--- config.mk ---
export PLATFORM = sky130hd
export DESIGN_NAME = ddr_axi_arbiter
export DESIGN_NICKNAME = d
export VERILOG_FILES = /design/src/rtl/ddr_arb_pkg.sv /design/src/rtl/ddr_arb_rr.sv /design/src/rtl/ddr_axi_arbiter.sv
export SDC_FILE = /design/constraint.sdc
export NUM_CORES = 1
export LEC_CHECK = 0
export CAP_MARGIN = 20
export CORE_AREA = 2 2 278 280
export CTS_CLUSTER_DIAMETER = 80
export DETAILED_ROUTE_END_ITERATION = 12
export DIE_AREA = 0 0 280 282
export MAX_ROUTING_LAYER = met4
export PLACE_DENSITY = 0.3
export SLEW_MARGIN = 20
export SYNTH_ARGS = -nofsm -noshare
export SYNTH_HDL_FRONTEND = slang
export SYNTH_SLANG_ARGS = --single-unit
export TNS_END_PERCENT = 100
--- constraint.sdc ---
create_clock -name aclk -period 2.6 [get_ports aclk]
set_clock_uncertainty 0.2 [all_clocks]
set_input_delay 0.52 -clock aclk [delete_from_list [all_inputs] [get_ports aclk]]
set_output_delay 0.52 -clock aclk [all_outputs]
set_load 0.02 [all_outputs]
--- src/rtl/ddr_arb_pkg.sv ---
// rtl/ddr_arb_pkg.sv - shared types and constants for the DDR AXI arbiter
// Holds the FSM state encoding, the last-served side encoding, the AXI OKAY
// response code and the default AXI widths shared with ddr_ctrl_top.
package ddr_arb_pkg;

   localparam int DDR_AXI_ADDR_WIDTH  = 32;
   localparam int DDR_AXI_DATA_WIDTH  = 128;
   localparam int DDR_AXI_ID_WIDTH    = 1;
   localparam int DDR_AXI_BURST_WIDTH = 6;

   localparam logic [1:0] AXI_RESP_OKAY = 2'b00;

   typedef enum logic [2:0] {
      ST_IDLE    = 3'd0,
      ST_WR_ADDR = 3'd1,
      ST_WR_DATA = 3'd2,
      ST_WR_RESP = 3'd3,
      ST_RD_ADDR = 3'd4,
      ST_RD_DATA = 3'd5
   } arb_state_e;

   typedef enum logic {
      SIDE_WR = 1'b0,
      SIDE_RD = 1'b1
   } arb_side_e;

endpackage

--- src/rtl/ddr_arb_rr.sv ---
// rtl/ddr_arb_rr.sv - two-input grant selection (round-robin or read priority)
// Build option: DDR_ARB_RD_PRIO_EN selects fixed read priority instead of
// round-robin.
// Ports:
//   clk_i, resetn_i     clock and synchronous active-low reset
//   req_wr_i, req_rd_i  pending requests
//   accept_i            a grant is being issued this cycle
//   win_wr_o, win_rd_o  which side would be granted (one-hot or zero)
module ddr_arb_rr
   import ddr_arb_pkg::*;
(
   input  logic clk_i,
   input  logic resetn_i,
   input  logic req_wr_i,
   input  logic req_rd_i,
   input  logic accept_i,
   output logic win_wr_o,
   output logic win_rd_o
);

`ifdef DDR_ARB_RD_PRIO_EN
   // The real-time read path wins every tie; no history is kept.
   assign win_rd_o = req_rd_i;
   assign win_wr_o = req_wr_i & ~req_rd_i;

   logic unused_rr;
   assign unused_rr = ^{clk_i, resetn_i, accept_i};
`else
   arb_side_e last_served_q;
   arb_side_e last_served_d;

   // On a tie, serve the side that did not go last. Reset value SIDE_RD makes
   // the write path win the first tie.
   always_comb begin
      win_wr_o = 1'b0;
      win_rd_o = 1'b0;
      if (req_wr_i && req_rd_i) begin
         win_wr_o = (last_served_q == SIDE_RD);
         win_rd_o = (last_served_q == SIDE_WR);
      end else begin
         win_wr_o = req_wr_i;
         win_rd_o = req_rd_i;
      end
   end

   always_comb begin
      last_served_d = last_served_q;
      if (accept_i) begin
         last_served_d = win_rd_o ? SIDE_RD : SIDE_WR;
      end
   end

   always_ff @(posedge clk_i) begin
      if (!resetn_i) begin
         last_served_q <= SIDE_RD;
      end else begin
         last_served_q <= last_served_d;
      end
   end
`endif

endmodule

--- src/rtl/ddr_axi_arbiter.sv ---
// rtl/ddr_axi_arbiter.sv - shares one AXI master port between a write and a read requester
// Build option: DDR_ARB_RD_PRIO_EN (read wins every tie; default round-robin).
// Ports:
//   aclk, aresetn                 clock, synchronous active-low reset
//   wr_req/wr_addr/wr_len         write burst request, sampled at wr_grant
//   wr_grant, wr_done             write grant pulse, pulse after B handshake
//   wr_data/wr_data_valid/ready   write beat stream
//   rd_req/rd_addr/rd_len         read burst request, sampled at rd_grant
//   rd_grant, rd_done             read grant pulse, pulse on last R beat
//   rd_data/rd_data_valid         read beat stream (always accepted)
//   resp_err                      sticky non-OKAY response flag
//   ddr_aw*/w*/b*/ar*/r*          AXI master interface
module ddr_axi_arbiter
   import ddr_arb_pkg::*;
#(
   parameter int AXI_ADDR_WIDTH  = DDR_AXI_ADDR_WIDTH,
   parameter int AXI_DATA_WIDTH  = DDR_AXI_DATA_WIDTH,
   parameter int AXI_ID_WIDTH    = DDR_AXI_ID_WIDTH,
   parameter int AXI_BURST_WIDTH = DDR_AXI_BURST_WIDTH
)
(
   input  logic                        aclk,
   input  logic                        aresetn,
   input  logic                        wr_req,
   input  logic [AXI_ADDR_WIDTH-1:0]   wr_addr,
   input  logic [AXI_BURST_WIDTH-1:0]  wr_len,
   output logic                        wr_grant,
   input  logic [AXI_DATA_WIDTH-1:0]   wr_data,
   input  logic                        wr_data_valid,
   output logic                        wr_data_ready,
   output logic                        wr_done,
   input  logic                        rd_req,
   input  logic [AXI_ADDR_WIDTH-1:0]   rd_addr,
   input  logic [AXI_BURST_WIDTH-1:0]  rd_len,
   output logic                        rd_grant,
   output logic [AXI_DATA_WIDTH-1:0]   rd_data,
   output logic                        rd_data_valid,
   output logic                        rd_done,
   output logic                        resp_err,
   output logic [AXI_ID_WIDTH-1:0]     ddr_awid,
   output logic [AXI_ADDR_WIDTH-1:0]   ddr_awaddr,
   output logic [AXI_BURST_WIDTH-1:0]  ddr_awlen,
   output logic                        ddr_awvalid,
   input  logic                        ddr_awready,
   output logic [AXI_DATA_WIDTH-1:0]   ddr_wdata,
   output logic [AXI_DATA_WIDTH/8-1:0] ddr_wstrb,
   output logic                        ddr_wlast,
   output logic                        ddr_wvalid,
   input  logic                        ddr_wready,
   input  logic [AXI_ID_WIDTH-1:0]     ddr_bid,
   input  logic [1:0]                  ddr_bresp,
   input  logic                        ddr_bvalid,
   output logic                        ddr_bready,
   output logic [AXI_ID_WIDTH-1:0]     ddr_arid,
   output logic [AXI_ADDR_WIDTH-1:0]   ddr_araddr,
   output logic [AXI_BURST_WIDTH-1:0]  ddr_arlen,
   output logic                        ddr_arvalid,
   input  logic                        ddr_arready,
   input  logic [AXI_ID_WIDTH-1:0]     ddr_rid,
   input  logic [AXI_DATA_WIDTH-1:0]   ddr_rdata,
   input  logic [1:0]                  ddr_rresp,
   input  logic                        ddr_rvalid,
   output logic                        ddr_rready,
   input  logic                        ddr_rlast
);

   arb_state_e                 state_q, state_d;
   logic [AXI_ADDR_WIDTH-1:0]  addr_q, addr_d;
   logic [AXI_BURST_WIDTH-1:0] len_q, len_d;
   logic [AXI_BURST_WIDTH-1:0] beat_cnt_q, beat_cnt_d;
   logic                       resp_err_q, resp_err_d;
   logic                       wr_done_q, wr_done_d;

   logic win_wr, win_rd;
   logic in_idle;
   logic w_fire;
   logic w_last_beat;

   // Single ID, single outstanding transaction: response IDs carry no information.
   logic unused_ids;
   assign unused_ids = ^{ddr_bid, ddr_rid};

   assign in_idle     = (state_q == ST_IDLE) && aresetn;
   assign wr_grant    = in_idle && win_wr;
   assign rd_grant    = in_idle && win_rd;
   assign w_last_beat = (beat_cnt_q == len_q);
   assign w_fire      = (state_q == ST_WR_DATA) && wr_data_valid && ddr_wready;

   ddr_arb_rr u_rr (
      .clk_i    (aclk),
      .resetn_i (aresetn),
      .req_wr_i (wr_req),
      .req_rd_i (rd_req),
      .accept_i (wr_grant | rd_grant),
      .win_wr_o (win_wr),
      .win_rd_o (win_rd)
   );

   // State register
   always_ff @(posedge aclk) begin
      if (!aresetn) begin
         state_q <= ST_IDLE;
      end else begin
         state_q <= state_d;
      end
   end

   // Next-state logic
   always_comb begin
      state_d = state_q;
      case (state_q)
         ST_IDLE: begin
            if (wr_grant) begin
               state_d = ST_WR_ADDR;
            end else if (rd_grant) begin
               state_d = ST_RD_ADDR;
            end
         end
         ST_WR_ADDR: if (ddr_awready) state_d = ST_WR_DATA;
         ST_WR_DATA: if (w_fire && w_last_beat) state_d = ST_WR_RESP;
         ST_WR_RESP: if (ddr_bvalid) state_d = ST_IDLE;
         ST_RD_ADDR: if (ddr_arready) state_d = ST_RD_DATA;
         ST_RD_DATA: if (ddr_rvalid && ddr_rlast) state_d = ST_IDLE;
         default:    state_d = ST_IDLE;
      endcase
   end

   // Output logic
   always_comb begin
      ddr_awvalid   = 1'b0;
      ddr_wvalid    = 1'b0;
      ddr_wdata     = '0;
      ddr_wstrb     = '0;
      ddr_wlast     = 1'b0;
      wr_data_ready = 1'b0;
      ddr_bready    = 1'b0;
      ddr_arvalid   = 1'b0;
      ddr_rready    = 1'b0;
      rd_data       = '0;
      rd_data_valid = 1'b0;
      rd_done       = 1'b0;
      case (state_q)
         ST_WR_ADDR: ddr_awvalid = 1'b1;
         ST_WR_DATA: begin
            ddr_wvalid    = wr_data_valid;
            ddr_wdata     = wr_data;
            ddr_wstrb     = '1;
            ddr_wlast     = w_last_beat;
            wr_data_ready = ddr_wready;
         end
         ST_WR_RESP: ddr_bready = 1'b1;
         ST_RD_ADDR: ddr_arvalid = 1'b1;
         ST_RD_DATA: begin
            ddr_rready    = 1'b1;
            rd_data       = ddr_rdata;
            rd_data_valid = ddr_rvalid;
            rd_done       = ddr_rvalid && ddr_rlast;
         end
         default: ;
      endcase
   end

   // Burst context is latched at grant; address/len registers feed both AW and AR.
   always_comb begin
      addr_d     = addr_q;
      len_d      = len_q;
      beat_cnt_d = beat_cnt_q;
      if (wr_grant) begin
         addr_d     = wr_addr;
         len_d      = wr_len;
         beat_cnt_d = '0;
      end else if (rd_grant) begin
         addr_d     = rd_addr;
         len_d      = rd_len;
         beat_cnt_d = '0;
      end else if (w_fire) begin
         beat_cnt_d = beat_cnt_q + 1'b1;
      end
   end

   always_comb begin
      wr_done_d  = (state_q == ST_WR_RESP) && ddr_bvalid;
      resp_err_d = resp_err_q;
      if ((state_q == ST_WR_RESP) && ddr_bvalid && (ddr_bresp != AXI_RESP_OKAY)) begin
         resp_err_d = 1'b1;
      end
      if ((state_q == ST_RD_DATA) && ddr_rvalid && (ddr_rresp != AXI_RESP_OKAY)) begin
         resp_err_d = 1'b1;
      end
   end

   always_ff @(posedge aclk) begin
      if (!aresetn) begin
         addr_q     <= '0;
         len_q      <= '0;
         beat_cnt_q <= '0;
         resp_err_q <= 1'b0;
         wr_done_q  <= 1'b0;
      end else begin
         addr_q     <= addr_d;
         len_q      <= len_d;
         beat_cnt_q <= beat_cnt_d;
         resp_err_q <= resp_err_d;
         wr_done_q  <= wr_done_d;
      end
   end

   assign wr_done    = wr_done_q;
   assign resp_err   = resp_err_q;
   assign ddr_awid   = '0;
   assign ddr_arid   = '0;
   assign ddr_awaddr = addr_q;
   assign ddr_awlen  = len_q;
   assign ddr_araddr = addr_q;
   assign ddr_arlen  = len_q;

endmodule
==> reports/metrics.json <==
{
  "setup_viol": 0,
  "clock_latency_ps": 310,
  "remaining_drc_errors": 0,
  "numClockSinks": 50,
  "wl_final_microns": 51120,
  "total_vias_in_the_final_route": 6681,
  "dpl.hpwl_microns": 46320,
  "dp.cells": 2222,
  "drv_slew": 0,
  "synth_area_leaders": "sky130_fd_sc_hd__and2_1 36%, sky130_fd_sc_hd__dfxtp_1 22%, sky130_fd_sc_hd__buf_4 9.3%",
  "cts_tree": "done",
  "cp_data_required_time_ps": 1880,
  "grtUsageMet3_pct": 5.320,
  "final_layout_size_suffix_gt1_share_pct": 16.45,
  "setup_ws_ps": 91.10,
  "design_area_sq_um": 13120,
  "cts.htree.levels": 2,
  "total_buffers_and_inverters_traversed_by_the_critical_path": 4,
  "worst_path_most_repeated_cell": "sky130_fd_sc_hd__buf_12",
  "met2_usage_pct": 20.73,
  "yosys_warnings": 0,
  "number_of_different_library_cells_in_the_post_synthesis_netlist": 36,
  "critPathLaunchType": "flop",
  "initialDrtViolationCount": 240,
  "design.final.nets": 1607,
  "max_cap_violations": 0,
  "finish.utilization_pct": 17.33,
  "post_synth_most_frequent_cells": "260 x sky130_fd_sc_hd__and2_1, 55 x sky130_fd_sc_hd__buf_4, 50 x sky130_fd_sc_hd__dfxtp_1",
  "placement_rows": 101,
  "syn_area_sq_um": 4458,
  "grt_antenna_before_repair": 31,
  "max_stage_delay_ps": 340,
  "grt_max_degree": 55,
  "coreArea_sq_um": 75700,
  "die_area_sq_um": 78960,
  "final_cell_count_no_fill": 2257,
  "gr-max-usage-layer": "met2",
  "grt_pass1_wl_microns": 64320,
  "worst_ir_drop_vdd_mv": 0.2966,
  "critical_path.top_delay_family": "buffers and inverters",
  "synthToLayoutAreaGrowth_pct": 194.3,
  "buffer_ports.inserted": 707,
  "routed_via_density": 2.960,
  "postSynthAreaPerCell_sq_um": 7.430,
  "worst_setup_path_end_kind": "primary output",
  "crit_path_max_fanout": 29,
  "ys_async_sr_fraction_pct": 0,
  "synth-main-ff-cell": "sky130_fd_sc_hd__dfxtp_1",
  "cts_inserted_buffers": 5,
  "dr.pass1.iters": 4,
  "sequential_cell_area_fraction_in_the_yosys_report_pct": 22.45,
  "relSlewSlack_pct": 64.16,
  "crit_chain": "buf_4 > nor2_4 > buf_12 > buf_12 > and2_1 > dlygate4sd2_1",
  "dpl_worst_slack_ps": -67.55,
  "cp_slowest_cell": "sky130_fd_sc_hd__dlygate4sd2_1",
  "synth.largest_area_cell": "sky130_fd_sc_hd__and2_1",
  "syn_inst": 600,
  "design.portCount": 712,
  "ctsLongestPathBuffers": 2,
  "power.leakage_nw": 5.703,
  "grt_use_total_pct": 12.46,
  "wire_per_inst_microns": 22.65,
  "clkTransAtPathRegs_ps": 70,
  "timing_worst_slew_pin_value_ps": 537.6,
  "floorplan.initialDensity_pct": 5.889,
  "outcome": "complete, no violations",
  "hold_viol_final": 0,
  "clockRootBuffer": "sky130_fd_sc_hd__clkbuf_16",
  "synth_enable_flop_cells": 0,
  "yosys.area.top_type_share_pct": 36.49,
  "die_height_microns": 282,
  "fillCellCount": 8538,
  "synth.most_common_cell": "sky130_fd_sc_hd__and2_1",
  "vias_in_the_first_global_route": 6857,
  "grt_use_met1_pct": 13.95,
  "gp_congestion": 0.7531,
  "critical_path_arrival_ps": 1790,
  "max_freq_ghz": 0.3986,
  "finalCritPeriodShare_pct": 96.50,
  "flip_flop_and_latch_count_after_synthesis": 50,
  "placed_cell_area_sq_um": 13060,
  "hp-class": "flop to flop",
  "die-width_microns": 280,
  "fin_total_pwr_mw": 8.499,
  "fin_tns_setup_ps": 0,
  "min_period_ps": 2509,
  "power_density_nw_per_um2": 647.8,
  "grt-ovfl-total": 0,
  "timing.setup.critical_path_class": "flop to primary output",
  "fin_worst_hold_slack_ps": 283.4,
  "route.antenna.remaining_nets": 0
}
worst reg2reg max path: stages, from the launching register on:
cell and delay (ps):
sky130_fd_sc_hd__dfxtp_1 340, sky130_fd_sc_hd__nor2_1 130, sky130_fd_sc_hd__nand2_2 100, sky130_fd_sc_hd__inv_6 130, sky130_fd_sc_hd__buf_4 150, sky130_fd_sc_hd__buf_4 110
sky130_fd_sc_hd__buf_4 110, sky130_fd_sc_hd__and3_1 280, sky130_fd_sc_hd__nand4_1 150, sky130_fd_sc_hd__xor2_1 160, sky130_fd_sc_hd__nor2_1 50
cell type report:
class	count	area (sq um)	area share, %
Antenna cell	21	52.55	0.4005
Multi-Input combinational cell	443	2865	21.84
Sequential cell	50	1001	7.629
Tap cell	978	1224	9.327
Clock inverter	2	37.54	0.2861
Timing Repair Buffer	752	7787	59.36
Clock buffer	6	128.9	0.9823
Inverter	5	23.77	0.1812
cells by family after synthesis:
logic type | after synthesis | share of synthesized area, %
simple gates | 336 | 45.27
buf+inv | 108 | 14.06
compound gates | 54 | 6.961
flops | 50 | 22.45
mux | 38 | 8.532
xor+xnor | 12 | 2.358
fa+ha+maj | 1 | 0.2806
other cells | 1 | 0.08412
cell usage in the layout, fill, tap and decap left out, types with 2 or more instances in the layout:
cell,count
sky130_fd_sc_hd__nor3b_1,2
sky130_fd_sc_hd__buf_12,70
sky130_fd_sc_hd__nand4_1,3
sky130_fd_sc_hd__dfxtp_1,50
sky130_fd_sc_hd__xnor2_1,8
sky130_fd_sc_hd__diode_2,21
sky130_fd_sc_hd__inv_1,3
sky130_fd_sc_hd__o21ai_0,14
sky130_fd_sc_hd__o21ai_1,27
sky130_fd_sc_hd__buf_2,2
sky130_fd_sc_hd__and2_1,257
sky130_fd_sc_hd__xor2_1,4
sky130_fd_sc_hd__conb_1,2
sky130_fd_sc_hd__clkdlybuf4s50_1,424
sky130_fd_sc_hd__nor2_1,9
sky130_fd_sc_hd__nand3_1,38
sky130_fd_sc_hd__clkbuf_16,5
sky130_fd_sc_hd__and2_2,2
sky130_fd_sc_hd__clkbuf_2,19
sky130_fd_sc_hd__nand2_1,9
sky130_fd_sc_hd__mux2i_1,38
sky130_fd_sc_hd__a21oi_1,4
sky130_fd_sc_hd__dlygate4sd2_1,103
sky130_fd_sc_hd__and3_1,5
sky130_fd_sc_hd__clkdlybuf4s15_1,39
sky130_fd_sc_hd__buf_4,92
flip-flops by register name, summed over array words and instances (netlist names):
name / flops
ddr_araddr: 32
state_q: 3
resp_err: 1
ddr_arlen: 6
wr_done: 1
u_rr.last_served_q: 1
beat_cnt_q: 6
power by group:
part	switching (mW)	total, mW	internal (mW)
Clock	0.345	0.802	0.457
Combinational	3.41	6.52	3.11
Sequential	0.192	1.18	0.985
Total	3.95	8.50	4.55
repair_timing:
action / in CTS / in global routing
pin swaps: 0 / 0
hold buffers: 0 / 0
setup endpoints to repair: 178 / 70
gates resized for setup: 175 / 77
buffers inserted: 6 / 0
worst paths after layout:
kind                                                   from                           to  slack (ps)  cells past startpoint
worst max-delay path                state_q[1]$_SDFFE_PN0P_                 rd_data[104]          90                      6
worst min-delay path            ddr_araddr[28]$_SDFFE_PN0P_  ddr_araddr[28]$_SDFFE_PN0P_         280                      2
worst max register to register      state_q[2]$_SDFFE_PN0P_   beat_cnt_q[5]$_SDFFE_PP0P_         580                     10
worst min register to register  ddr_araddr[28]$_SDFFE_PN0P_  ddr_araddr[28]$_SDFFE_PN0P_         280                      2
metal layers:
| metal | routed length, microns | share of wire [%] |
|---|---|---|
| met5 | 0 | 0 |
| met3 | 5440 | 11 |
| met1 | 20200 | 40 |
| met2 | 24770 | 48 |
| met4 | 713 | 1.4 |
Power figures use the tool's default switching activity.
